**src/rtl/pc_sequencer.sv**
```systemverilog
// rtl/pc_sequencer.sv - program-counter sequencer with one-level exception context
module pc_sequencer #(
  parameter int          PC_WIDTH     = 32,
  parameter logic [31:0] RESET_VECTOR = 32'h0000_0000,
  parameter logic [31:0] EXC_VECTOR   = 32'h0000_0180
) (
  input  logic                CLK,
  input  logic                RST,
  input  logic                EN,
  input  logic                BRANCH_TAKEN,
  input  logic [15:0]         IMM16,
  input  logic                JUMP,
  input  logic [25:0]         TGT26,
  input  logic                JR,
  input  logic [PC_WIDTH-1:0] JR_ADDR,
  input  logic                EXC_REQ,
  input  logic                ERET,
  output logic [PC_WIDTH-1:0] PC,
  output logic [PC_WIDTH-1:0] PC_PLUS4,
  output logic [PC_WIDTH-1:0] EPC,
  output logic [1:0]          CAUSE,
  output logic                IN_EXC,
  output logic                HALTED
);

  typedef enum logic [1:0] {
    ST_RUN  = 2'd0,
    ST_EXC  = 2'd1,
    ST_HALT = 2'd2
  } state_t;

  localparam logic [PC_WIDTH-1:0] RST_PC   = PC_WIDTH'(RESET_VECTOR);
  localparam logic [PC_WIDTH-1:0] EXC_PC   = PC_WIDTH'(EXC_VECTOR);
  localparam logic [PC_WIDTH-1:0] PC_STEP  = PC_WIDTH'(4);
  localparam logic [1:0]          CAUSE_EXT = 2'b01;
  localparam logic [1:0]          CAUSE_MIS = 2'b10;

  state_t                state_q, state_d;
  logic [PC_WIDTH-1:0]   pc_q, pc_d;
  logic [PC_WIDTH-1:0]   epc_q, epc_d;
  logic [1:0]            cause_q, cause_d;

  logic [PC_WIDTH-1:0]   pc_plus4;
  logic [PC_WIDTH-1:0]   br_off;
  logic [PC_WIDTH-1:0]   flow_pc;
  logic                  misaligned_jr;
  logic                  fault;

  always_comb begin
    pc_plus4      = pc_q + PC_STEP;
    br_off        = {{(PC_WIDTH-18){IMM16[15]}}, IMM16, 2'b00};
    misaligned_jr = JR && (JR_ADDR[1:0] != 2'b00);
    fault         = EXC_REQ || misaligned_jr;

    // Ordinary control flow, shared by RUN and by handler code running in EXC.
    if (JR)                flow_pc = JR_ADDR;
    else if (JUMP)         flow_pc = {pc_plus4[PC_WIDTH-1:28], TGT26, 2'b00};
    else if (BRANCH_TAKEN) flow_pc = pc_plus4 + br_off;
    else                   flow_pc = pc_plus4;
  end

  always_comb begin
    state_d = state_q;
    pc_d    = pc_q;
    epc_d   = epc_q;
    cause_d = cause_q;

    if (EN) begin
      case (state_q)
        ST_RUN: begin
          if (fault) begin
            epc_d   = pc_q;
            cause_d = misaligned_jr ? CAUSE_MIS : CAUSE_EXT;
            pc_d    = EXC_PC;
            state_d = ST_EXC;
          end else begin
            pc_d = flow_pc;
          end
        end
        ST_EXC: begin
          // A second fault while handling the first is unrecoverable; keep the first context.
          if (fault) begin
            state_d = ST_HALT;
          end else if (ERET) begin
            pc_d    = epc_q;
            cause_d = 2'b00;
            state_d = ST_RUN;
          end else begin
            pc_d = flow_pc;
          end
        end
        default: begin
          state_d = ST_HALT;
        end
      endcase
    end
  end

  always_ff @(posedge CLK or negedge RST) begin
    if (!RST) begin
      state_q <= ST_RUN;
      pc_q    <= RST_PC;
      epc_q   <= '0;
      cause_q <= 2'b00;
    end else begin
      state_q <= state_d;
      pc_q    <= pc_d;
      epc_q   <= epc_d;
      cause_q <= cause_d;
    end
  end

  assign PC       = pc_q;
  assign PC_PLUS4 = pc_plus4;
  assign EPC      = epc_q;
  assign CAUSE    = cause_q;
  assign IN_EXC   = (state_q == ST_EXC);
  assign HALTED   = (state_q == ST_HALT);

endmodule

```
**config.mk**
```make
export PLATFORM = sky130hd
export DESIGN_NAME = pc_sequencer
export DESIGN_NICKNAME = d
export VERILOG_FILES = /design/src/rtl/pc_sequencer.sv
export SDC_FILE = /design/constraint.sdc
export NUM_CORES = 1
export LEC_CHECK = 0
export ABC_AREA = 1
export BUFFER_PORTS_ARGS = -buffer_cell sky130_fd_sc_hd__buf_2
export CAP_MARGIN = 20
export CORE_UTILIZATION = 25
export DETAILED_ROUTE_END_ITERATION = 8
export HOLD_SLACK_MARGIN = 0.05
export PLACE_DENSITY = 0.47
export RECOVER_POWER = 25
export SLEW_MARGIN = 30
export SYNTH_ARGS = -nofsm -noshare
export SYNTH_HDL_FRONTEND = slang
export SYNTH_SLANG_ARGS = --single-unit
```
**constraint.sdc**
```tcl
create_clock -name CLK -period 3.98 [get_ports CLK]
set_clock_uncertainty 0.05 [all_clocks]
set_input_delay 1.194 -clock CLK [delete_from_list [all_inputs] [get_ports CLK]]
set_output_delay 1.194 -clock CLK [all_outputs]
set_load 0.005 [all_outputs]
```
==> summary.txt, run 1 <==
Outcome: finished, violations left
Failing checks: DRC, capacitance limit, slew limit
Final net count: 1422
CTS buffer count: 9
DRC violation total after the first TritonRoute iteration: 544
Sink Count: 68
Worst hold path type: reg2reg
Post-synth EDFFs: 0
Ys Warns: 0
I/O pin cnt: 182
Layout Cells excl Fill: 1645
Sequential element share of the synthesized area: 25.2%
Startpoint types: flip-flop
Routability cong.: 0.934
Clock buffer depth: 2
Post-DRT Antenna Nets: 0
Arrival @ worst endpoint: 3.88 ns
Die Area: 27700 um2
Syn Nets: 1242
Synth Flop Type: dfrtp_1
WP data required: 4.18 ns
Distinct cells, synth: 42
Vias: 8022
Fill cells: 3018
Synthesized flop and latch total: 68
DR vias/cell: 4.88
Maximum VDD drop: 0.198 mV
Reg-to-Reg Start: PC[2]
Input/output buffers: 181
Worst Path Max Fanout: 5
Final core occ: 32.2%
CTS H-Tree Depth: 3
Netlist Area Pre-Place: 6750 um2
Hold path start: EPC[28]
Fin. Hold Viols: 0
Max cap viols: 1
Final period utilization: 92.4%
Rel. slew slack: -26.9%
TritonCTS clock tree: built
Hold WS: 0.462 ns
Share of layout cells above drive strength 1: 19.6%
Post-layout min period: 3.68 ns
GR Util met2: 36.5%
Asr flop ratio synth: 100%
Area growth syn-to-layout: 25.4%
Placed Cells: 1627
PD cells: 310 nW/um2
GRT Util Overall: 22.0%
Initial Utilization: 25.7%
Final setup fails: 0
First-pass GRT wire length: 46100 um
Pin count of the biggest net entering global routing: 38
Root Buffer: clkbuf_16
Crit. End Element: flip-flop
# rows: 59
# hold bufs at CTS: 0
Die X: 166 um
Post CTS Setup Buffer Count: 0
CP Launch Point: PC[2]
WL final: 30300 um
Grt met1 use: 28.8%
Die H: 166 um
Pins Over Slew Limit: 33
Sequential cell area: 1700 um2
Clk Latency, worst-skew pair: 0.34 ns
Post-synth top area share: 25.2%
Worst-margin pin slew: 1.90 ns
Lkg Pwr: 4.65 nW
Post-route DRC: 22
Total power: 2.62 mW
Crit path kind: reg2reg
Peak Freq: 0.272 GHz
Multi-input gate area: 4370 um2
Met3 GRT Util: 4.43%
Clock slew at reported path FFs: 0.07 ns
Syn_area_per_cell: 6.01 um2
Detail Placement HPWL: 25300 um
Final routed wire length divided by cell count: 18.4 um
Count leader, synth: nand2_1
Vias in the first global route: 7850
Post-synthesis cell count: 1123
Post-synth top area cell: dfrtp_1
Top cell types by occurrence after synthesis: nand2_1 (359), inv_1 (143), nor2_1 (136)
Top cells by area, synth: dfrtp_1 (25%), nand2_1 (20%), inv_1 (8.0%)
Most used routing layer in global routing: met2
Core box area: 26300 um2
Initial antenna violation count: 1
DR pass1 iterations: 7
Total grt overflow: 0
[worst max-delay path: stages (launching register included)]
cell and delay (ns):
dfrtp_1 0.42, ha_2 0.25, nand2_1 0.11, inv_1 0.10, nand2_1 0.11, nor2_4 0.14
inv_1 0.10, nor2_2 0.15, xor2_2 0.22, inv_1 0.13, ha_2 0.40, nand2_1 0.11
nor2_1 0.15, inv_1 0.08, nor2_2 0.17, nand4_1 0.18, nand3_1 0.13, nand2_1 0.05
nand3_1 0.06, nand2_1 0.11, nand2_1 0.09, nand2_1 0.09, a21oi_1 0.16
[layout make-up]
class	instances	area share, %
multi-input cells	873	51.6
inverters	151	6.71
clock buffers	10	2.71
flip-flops and latches	68	20.1
diodes	2	0.0592
repair buffers	200	12.5
well taps	335	4.95
clock inverters	6	1.33
[worst paths after layout]
path / to / slack (ns) / cells after the start
max in group asynchronous: EPC[18] / 0.69 / 2
worst min register to register: EPC[28] / 0.46 / 2
worst max register to register: PC[21] / 0.30 / 22
worst max-delay path: PC[21] / 0.30 / 22
worst min-delay path: EPC[28] / 0.46 / 2
min in group asynchronous: EPC[7] / 1.32 / 1
[repair_timing]
| item | CTS | global route |
|---|---|---|
| hold endpoints to repair | 0 | 0 |
| pin swaps | 0 | 0 |
| setup endpoints to repair | 1 | 13 |
| resized for setup | 1 | 8 |
| cloned | 0 | 0 |
[where the power goes]
part	internal (mW)	switching, mW	leakage, nW
logic	0.311	0.608	3.64
clock network	0.614	0.329	0.167
registers	0.715	0.0430	0.850
total	1.64	0.980	4.65
[layer usage]
metal	share of wire (%)	vias up	wire length, um
met4	2.2	0	674
li1	-	3985	-
met1	45	3704	13500
met5	0	-	0
met2	46	300	13900
met3	7.3	33	2210
[layout by cell type, fill, tap and decap left out, types with 9 or more instances in the layout]
cell type  Yosys  layout
nand2_1      359     359
buf_2          5     180
inv_1        143     142
nor2_1       136     132
a21oi_1      105     105
dfrtp_1       68      67
nand3_1       65      65
o21ai_0       38      38
ha_1          36      34
o21ai_1       18      18
a22oi_1       17      17
buf_4          2      17
xor2_1        15      14
nor3_1        13      13
clkbuf_16      0       9
[stage by stage]
stage / cell area (um2) / setup TNS (ns) / worst slack [ns]
2_1_floorplan: 6750 / 0 / 1.09
3_3_place_gp: 8100 / 0 / 0.140
3_5_place_dp: 8100 / 0 / 0.0602
4_1_cts: 8450 / 0 / 0.0883
5_1_grt: 8460 / -0.000201 / -0.000201
6_report: 8460 / 0 / 0.301
[flip-flops by register name (all words and copies together), names as in the netlist]
register,flops
EPC,32
PC,32
CAUSE,2
state_q,2
[logic make-up after synthesis]
family,after synthesis,share of synthesized area [%]
fa+ha+maj,37,6.97
buf+inv,182,10.5
flops,68,25.2
compound gates,206,17.2
simple gates,608,36.9
xor+xnor,17,2.21
mux,5,1.06
No activity file was read; power rests on OpenSTA's default activity.
==> inputs of run 2 (changes only) <==
--- a/config.mk
+++ b/config.mk
@@ -8,10 +8,11 @@
 export ABC_AREA = 1
 export BUFFER_PORTS_ARGS = -buffer_cell sky130_fd_sc_hd__buf_2
 export CAP_MARGIN = 20
-export CORE_UTILIZATION = 25
+export CORE_MARGIN = 2
+export CORE_UTILIZATION = 35
 export DETAILED_ROUTE_END_ITERATION = 8
 export HOLD_SLACK_MARGIN = 0.05
-export PLACE_DENSITY = 0.47
+export PLACE_DENSITY = 0.6
 export RECOVER_POWER = 25
 export SLEW_MARGIN = 30
 export SYNTH_ARGS = -nofsm -noshare
==> run 2 against run 1 <==
The run ends with capacitance limit, slew limit left. Global-route usage is 5.4 points higher. Routed wire length down 8.1%. First-iteration DRC count rose by 34%. Critical path depth unchanged. Setup slack worse by 0.060 ns. Via count increased by 0.85%. Combinational power is 1% lower. Final cell count decreased by 4.5%. Design area down 1.1%. Sequential cell count unchanged. Die area fell by 26%. Fmax shrank 1.6%. Critical path type unchanged. Largest power group unchanged.
==> summary.txt, run 2 (same netlist as run 1, synthesis figures left out) <==
WL final: 27800 um (-8.1%)
Psw: 0.959 mW (-2.1%)
# hold bufs at CTS: 0 (unchanged)
Vias: 8090 (+0.85%)
Post-cts resize count: 0 (-1)
Final period utilization: 93.9% (+1.5 points)
Worst-margin pin slew: 1.87 ns (-0.0301 ns)
Die H: 143 um (-14%)
TritonCTS clock tree: built
Crit. End Element: flip-flop
Input/output buffers: 181 (unchanged)
Post-route DRC: 0 (-100%)
Ant. Diodes: 0 (-2)
Cell count along the critical path: 22 (unchanged)
Fin. Hold Viols: 0 (unchanged)
Reg-to-Reg Start: PC[3]
WP data required: 4.19 ns (about the same)
Final net count: 1425 (+0.21%)
Hold depth: 2 (unchanged)
DR vias/cell: 5.15 (+5.6%)
Vias in the first global route: 7780 (-0.89%)
Total grt overflow: 0 (unchanged)
Worst path slowest cell: dfrtp_1
Rel. slew slack: -24.9% (+2.0 points)
FF-to-FF setup slack: 0.24 ns (-0.06 ns)
Failing checks: capacitance limit, slew limit
Initial Utilization: 35.8% (+10 points)
Worst Path Max Fanout: 6 (+1)
Final core occ: 44.5% (+12 points)
Initial antenna violation count: 0 (-1)
Die Area: 20400 um2 (-26%)
I/O pin cnt: 182 (unchanged)
PD cells: 307 nW/um2 (-0.83%)
Fill cells: 2068 (-31%)
Maximum VDD drop: 0.218 mV (+10%)
Die X: 143 um (-14%)
Final routed wire length divided by cell count: 17.7 um (-3.8%)
CTS buffer count: 9 (unchanged)
Clock network power share: 35.4% (-0.6 points)
Outcome: finished, violations left
Placed Cells: 1555 (-4.4%)
First-pass GRT wire length: 42700 um (-7.4%)
Clk Latency, worst-skew pair: 0.34 ns (about the same)
Crit path kind: reg2reg
Layout Cells excl Fill: 1571 (-4.5%)
Peak Freq: 0.267 GHz (-1.6%)
Crit path buf inv count: 4 (unchanged)
Max cap viols: 1 (unchanged)
Most used cell along the critical path: nand2_1
Post-Route Setup TNS: 0 ns (unchanged)
Sequential power share: 29.3% (+0.4 points)
Commonest non-fill, non-tap cells in the layout: nand2_1 (359), buf_2 (180), inv_1 (143)
DRC violation total after the first TritonRoute iteration: 728 (+34%)
Hold path start: EPC[0]
Pin count of the biggest net entering global routing: 39 (+2.6%)
Clock slew at reported path FFs: 0.06 ns (about the same)
GRT Util Overall: 27.3% (+5.4 points)
Area growth syn-to-layout: 24.0%
Reg2reg end: PC[21]
Total power: 2.57 mW (-1.9%)
Lkg Pwr: 4.67 nW (+0.29%)
Worst hold path type: reg2reg
Crit-path leading delay family: simple AND/OR/NAND/NOR gates
Final setup fails: 0 (unchanged)
Detail Placement HPWL: 23000 um (-9.1%)
Critical Path Max Stage Delay: 0.44 ns (+0.02 ns)
Core box area: 18800 um2 (-28%)
Share of layout cells above drive strength 1: 19.6% (-0.045 points)
Cell Int Power: 1.61 mW (-1.8%)
Most common cell after layout, fill and taps aside: nand2_1
# rows: 50 (-15%)
Worst-path cell chain: ha_2 -> nand2_1 -> inv_1 -> nand2_1 -> nor2_2 -> inv_1 -> nor2_1 -> xor2_1 -> inv_1 -> ha_2 -> nand2_1 -> nor2_1 -> inv_1 -> nor2_2 -> nand4_1 -> nand3_1 -> nand2_1 -> nand3_1 -> nand2_1 -> nand2_1 -> nand2_1 -> a21oi_1
Routability cong.: 1.00 (+7.6%)
Sw frac: 37.3% (-0.077 points)
Post CTS Setup Buffer Count: 0 (unchanged)
CTS H-Tree Depth: 3 (unchanged)
RSZ-0062 raised after global routing: false
Sink Count: 68 (unchanged)
Post-DRT Antenna Nets: 0 (unchanged)
DR pass1 iterations: 6 (-1)
WHS Endpoint: EPC[0]
Clock buffer depth: 2 (unchanged)
Root Buffer: clkbuf_16
Logic pwr share: 35.3% (+0.2 points)
Arrival @ worst endpoint: 3.95 ns (+0.07 ns)
Pins Over Slew Limit: 32 (-3.0%)
Startpoint types: flip-flop
Post-layout min period: 3.74 ns (+0.0604 ns)
Path depth of the worst reg2reg path: 22 (unchanged)
==> run 2: changes by cell type in the layout (fill, tap and decap cells not counted), moves of 2 or more <==
cell | previous run | this run
clkinvlp_4 | 0 | 2
nor2_1 | 132 | 135
clkbuf_8 | 0 | 2
diode_2 | 2 | 0
nor2_4 | 3 | 1
buf_4 | 17 | 19
==> run 2: layout make-up <==
class	count	area [um2]	share of cell area (%)
well taps	260	325	3.89
clock inverters	5	83.8	1.00
clock buffers	11	253	3.02
repair buffers	203	1090	13.0
inverters	151	568	6.79
flip-flops and latches	68	1700	20.3
multi-input cells	873	4350	51.9
==> run 2: routing by layer <==
metal	global-route usage (%)	share of wire (%)
met4	7.45	3.1
met1	36.7	45
met3	4.96	7.0
met5	0	0
met2	45.1	45
==> run 2: tightest hold or removal path: cells and delay by family, from the launching register on <==
| kind | cells | cell delay, ns |
|---|---|---|
| DFF | 1 | 0.36 |
| AOI/OAI and AO/OA | 1 | 0.06 |
| and+or+nand+nor | 1 | 0.06 |
==> run 2: through the flow <==
step                      worst slack, ns  instance area (um2)  hold slack, ns
after floorplan                      1.09                 6750           0.448
after global placement              0.104                 8040           0.445
after detailed placement            0.132                 8040           0.453
after CTS                          0.0936                 8380           0.469
after global routing               0.0302                 8370           0.489
final                               0.241                 8370           0.466
==> run 2: how the worst max path moves through the flow <==
stage | startpoint | to | slack, ns
after CTS | PC[3] | PC[21] | 0.09
final | PC[3] | PC[21] | 0.24
after floorplan | PC[2] | PC[24] | 1.09
after detailed placement | PC[3] | PC[21] | 0.13
after global placement | PC[3] | PC[21] | 0.10
after global routing | PC[3] | PC[26] | 0.03
==> run 2: power by group through the flow <==
| stage | registers, mW | logic, mW | clock network (mW) |
|---|---|---|---|
| detailed placement | 0.765 | 0.896 | 0 |
| global route | 0.758 | 1.01 | 0.947 |
| finish | 0.754 | 0.907 | 0.909 |
| CTS | 0.753 | 0.901 | 0.915 |
| floorplan | 0.756 | 0.552 | 0 |
| global placement | 0.765 | 0.896 | 0 |
==> inputs of run 3 (changes only) <==
==> constraint.sdc (replaced) <==
create_clock -name CLK -period 4.7 [get_ports CLK]
set_clock_uncertainty 0.05 [all_clocks]
set_input_delay 1.41 -clock CLK [delete_from_list [all_inputs] [get_ports CLK]]
set_output_delay 1.41 -clock CLK [all_outputs]
set_load 0.005 [all_outputs]
==> run 3 against run 2 <==
Worst hold slack worse by 0.0033 ns. Critical path depth decreased by 13. Setup slack improved by 0.71 ns. Clock power fell by 22%. Register-to-register slack improved by 0.86 ns. Routed wire length decreased by 3.7%. Via count fell by 1.4%. Total power down 19%. The run still ends with capacitance limit, slew limit left. Sequential power down 15%. Combinational power decreased by 17%. Design area down 1.8%.
==> summary.txt, run 3 (same netlist as run 1, synthesis figures left out) <==
Outcome: finished, violations left
Failing checks: capacitance limit, slew limit
Startpoint types: flip-flop
Initial Utilization: 35.8% (unchanged)
Die Area: 20400 um2 (unchanged)
Hold WS: 0.463 ns (-0.00334 ns)
Core box area: 18800 um2 (unchanged)
Max cap viols: 1 (unchanged)
Vias: 7974 (-1.4%)
Hold depth: 2 (unchanged)
Final net count: 1414 (-0.77%)
Post-DP Area: 7920 um2 (-1.5%)
Worst Path Max Fanout: 6 (unchanged)
Vias in the first global route: 7508 (-3.5%)
Peak Freq: 0.267 GHz
CTS H-Tree Depth: 3 (unchanged)
Post-Route Setup TNS: 0 ns (unchanged)
Final setup margin: 0.948 ns (+0.707 ns)
Sink Count: 68 (unchanged)
Arrival @ worst endpoint: 2.29 ns (-1.66 ns)
Grt met1 use: 37.1% (+0.35 points)
I/O pin cnt: 182 (unchanged)
Input/output buffers: 181 (unchanged)
WP data required: 3.24 ns (-0.95 ns)
Final setup fails: 0 (unchanged)
TritonCTS clock tree: built
# rows: 50 (unchanged)
Lkg Pwr: 4.59 nW (-1.6%)
Post-layout min period: 3.75 ns
Post CTS Setup Buffer Count: 0 (unchanged)
DR pass1 iterations: 6 (unchanged)
GRT Util Overall: 26.4% (-0.92 points)
Final period utilization: 79.8%
Share of layout cells above drive strength 1: 18.4% (-1.2 points)
DRC violation total after the first TritonRoute iteration: 717 (-1.5%)
WL final: 26800 um (-3.7%)
Post-route DRC: 0 (unchanged)
Area growth syn-to-layout: 21.8%
Rel. slew slack: -0.0393% (+25 points)
Root Buffer: clkbuf_16
Die X: 143 um (unchanged)
Placed Cells: 1544 (-0.71%)
PD cells: 255 nW/um2 (-17%)
Fill cells: 2091 (+1.1%)
Total grt overflow: 0 (unchanged)
# hold bufs at CTS: 0 (unchanged)
Clock slew at reported path FFs: 0.06 ns (about the same)
Crit path kind: reg2out
Final routed wire length divided by cell count: 17.2 um (-3.0%)
Pin count of the biggest net entering global routing: 34 (-13%)
Clk Latency, worst-skew pair: 0.33 ns (about the same)
Path depth of the worst reg2reg path: 19 (-14%)
Worst-margin pin slew: 1.50 ns (-0.373 ns)
Routability cong.: 0.968 (-3.6%)
Met3 GRT Util: 3.35% (-1.6 points)
First-pass GRT wire length: 41300 um (-3.3%)
Worst hold path type: reg2reg
Most common cell after layout, fill and taps aside: nand2_1
Design area: 8220 um2 (-1.8%)
CTS buffer count: 9 (unchanged)
GR Util met2: 43.3% (-1.8 points)
Fin. Hold Viols: 0 (unchanged)
Clock buffer depth: 2 (unchanged)
Worst slack at placement: 1.01 ns (+0.880 ns)
DR vias/cell: 5.11 (-0.74%)
Ant. Diodes: 0 (unchanged)
Maximum VDD drop: 0.159 mV (-27%)
Layout Cells excl Fill: 1560 (-0.70%)
Crit. End Element: output pin
Detail Placement HPWL: 22100 um (-3.8%)
RSZ-0062 raised after global routing: false
Die H: 143 um (unchanged)
Post-DRT Antenna Nets: 0 (unchanged)
Initial antenna violation count: 0 (unchanged)
Commonest non-fill, non-tap cells in the layout: nand2_1 (359), buf_2 (180), inv_1 (143)
Most used routing layer in global routing: met2
Pins Over Slew Limit: 26 (-19%)
Post-cts resize count: 0 (unchanged)
## run 3: cell types whose count changed in the layout (fill, tap and decap cells not counted), sizes merged
cell	change
clkinv	+2
clkinvlp	-1
buf	-12
clkbuf	+1
bufinv	-1
## run 3: worst paths after layout
kind / end / slack, ns / start
max: PC_PLUS4[30] / 0.95 / PC[3]
min: EPC[27] / 0.46 / EPC[27]
max reg2reg: PC[25] / 1.10 / PC[4]
min reg2reg: EPC[27] / 0.46 / EPC[27]
max in group asynchronous: EPC[23] / 1.33 / RST
min in group asynchronous: CAUSE[1] / 1.38 / RST
## run 3: cell type report
cell class	instances	area (um2)	area share, %
clock buffer	11	253	3.08
timing repair buffer	192	980	11.9
sequential	68	1700	20.7
tap	260	325	3.96
inverter	151	568	6.91
multi-input combinational	873	4330	52.7
clock inverter	5	60.1	0.731
## run 3: metal layers
layer,routed length (um),up-vias
li1,-,3963
met1,12100,3612
met2,12100,365
met3,2010,34
met4,586,0
met5,0,-
## run 3: worst max-delay path, stage by stage, from the launching register on
cell and delay (ns):
dfrtp_1 0.44, ha_1 0.29, nand2_1 0.12, nor2_2 0.19, nand3_1 0.14, nor3_1 0.29
or2_2 0.19, nand2_1 0.04, inv_1 0.12, buf_2 0.14
## run 3: power breakdown
part	total, mW	leakage, nW	internal [mW]	switching [mW]
Combinational	0.749	3.59	0.257	0.493
Sequential	0.639	0.851	0.605	0.0341
Clock	0.705	0.152	0.441	0.264
## run 3: metrics by stage
step                      total power, mW  utilization [%]
after floorplan                      1.11                -
after detailed placement             1.39             42.1
after CTS                            2.10             43.7
after global placement               1.39             42.1
after global routing                 2.23             43.6
final                                2.09             43.6
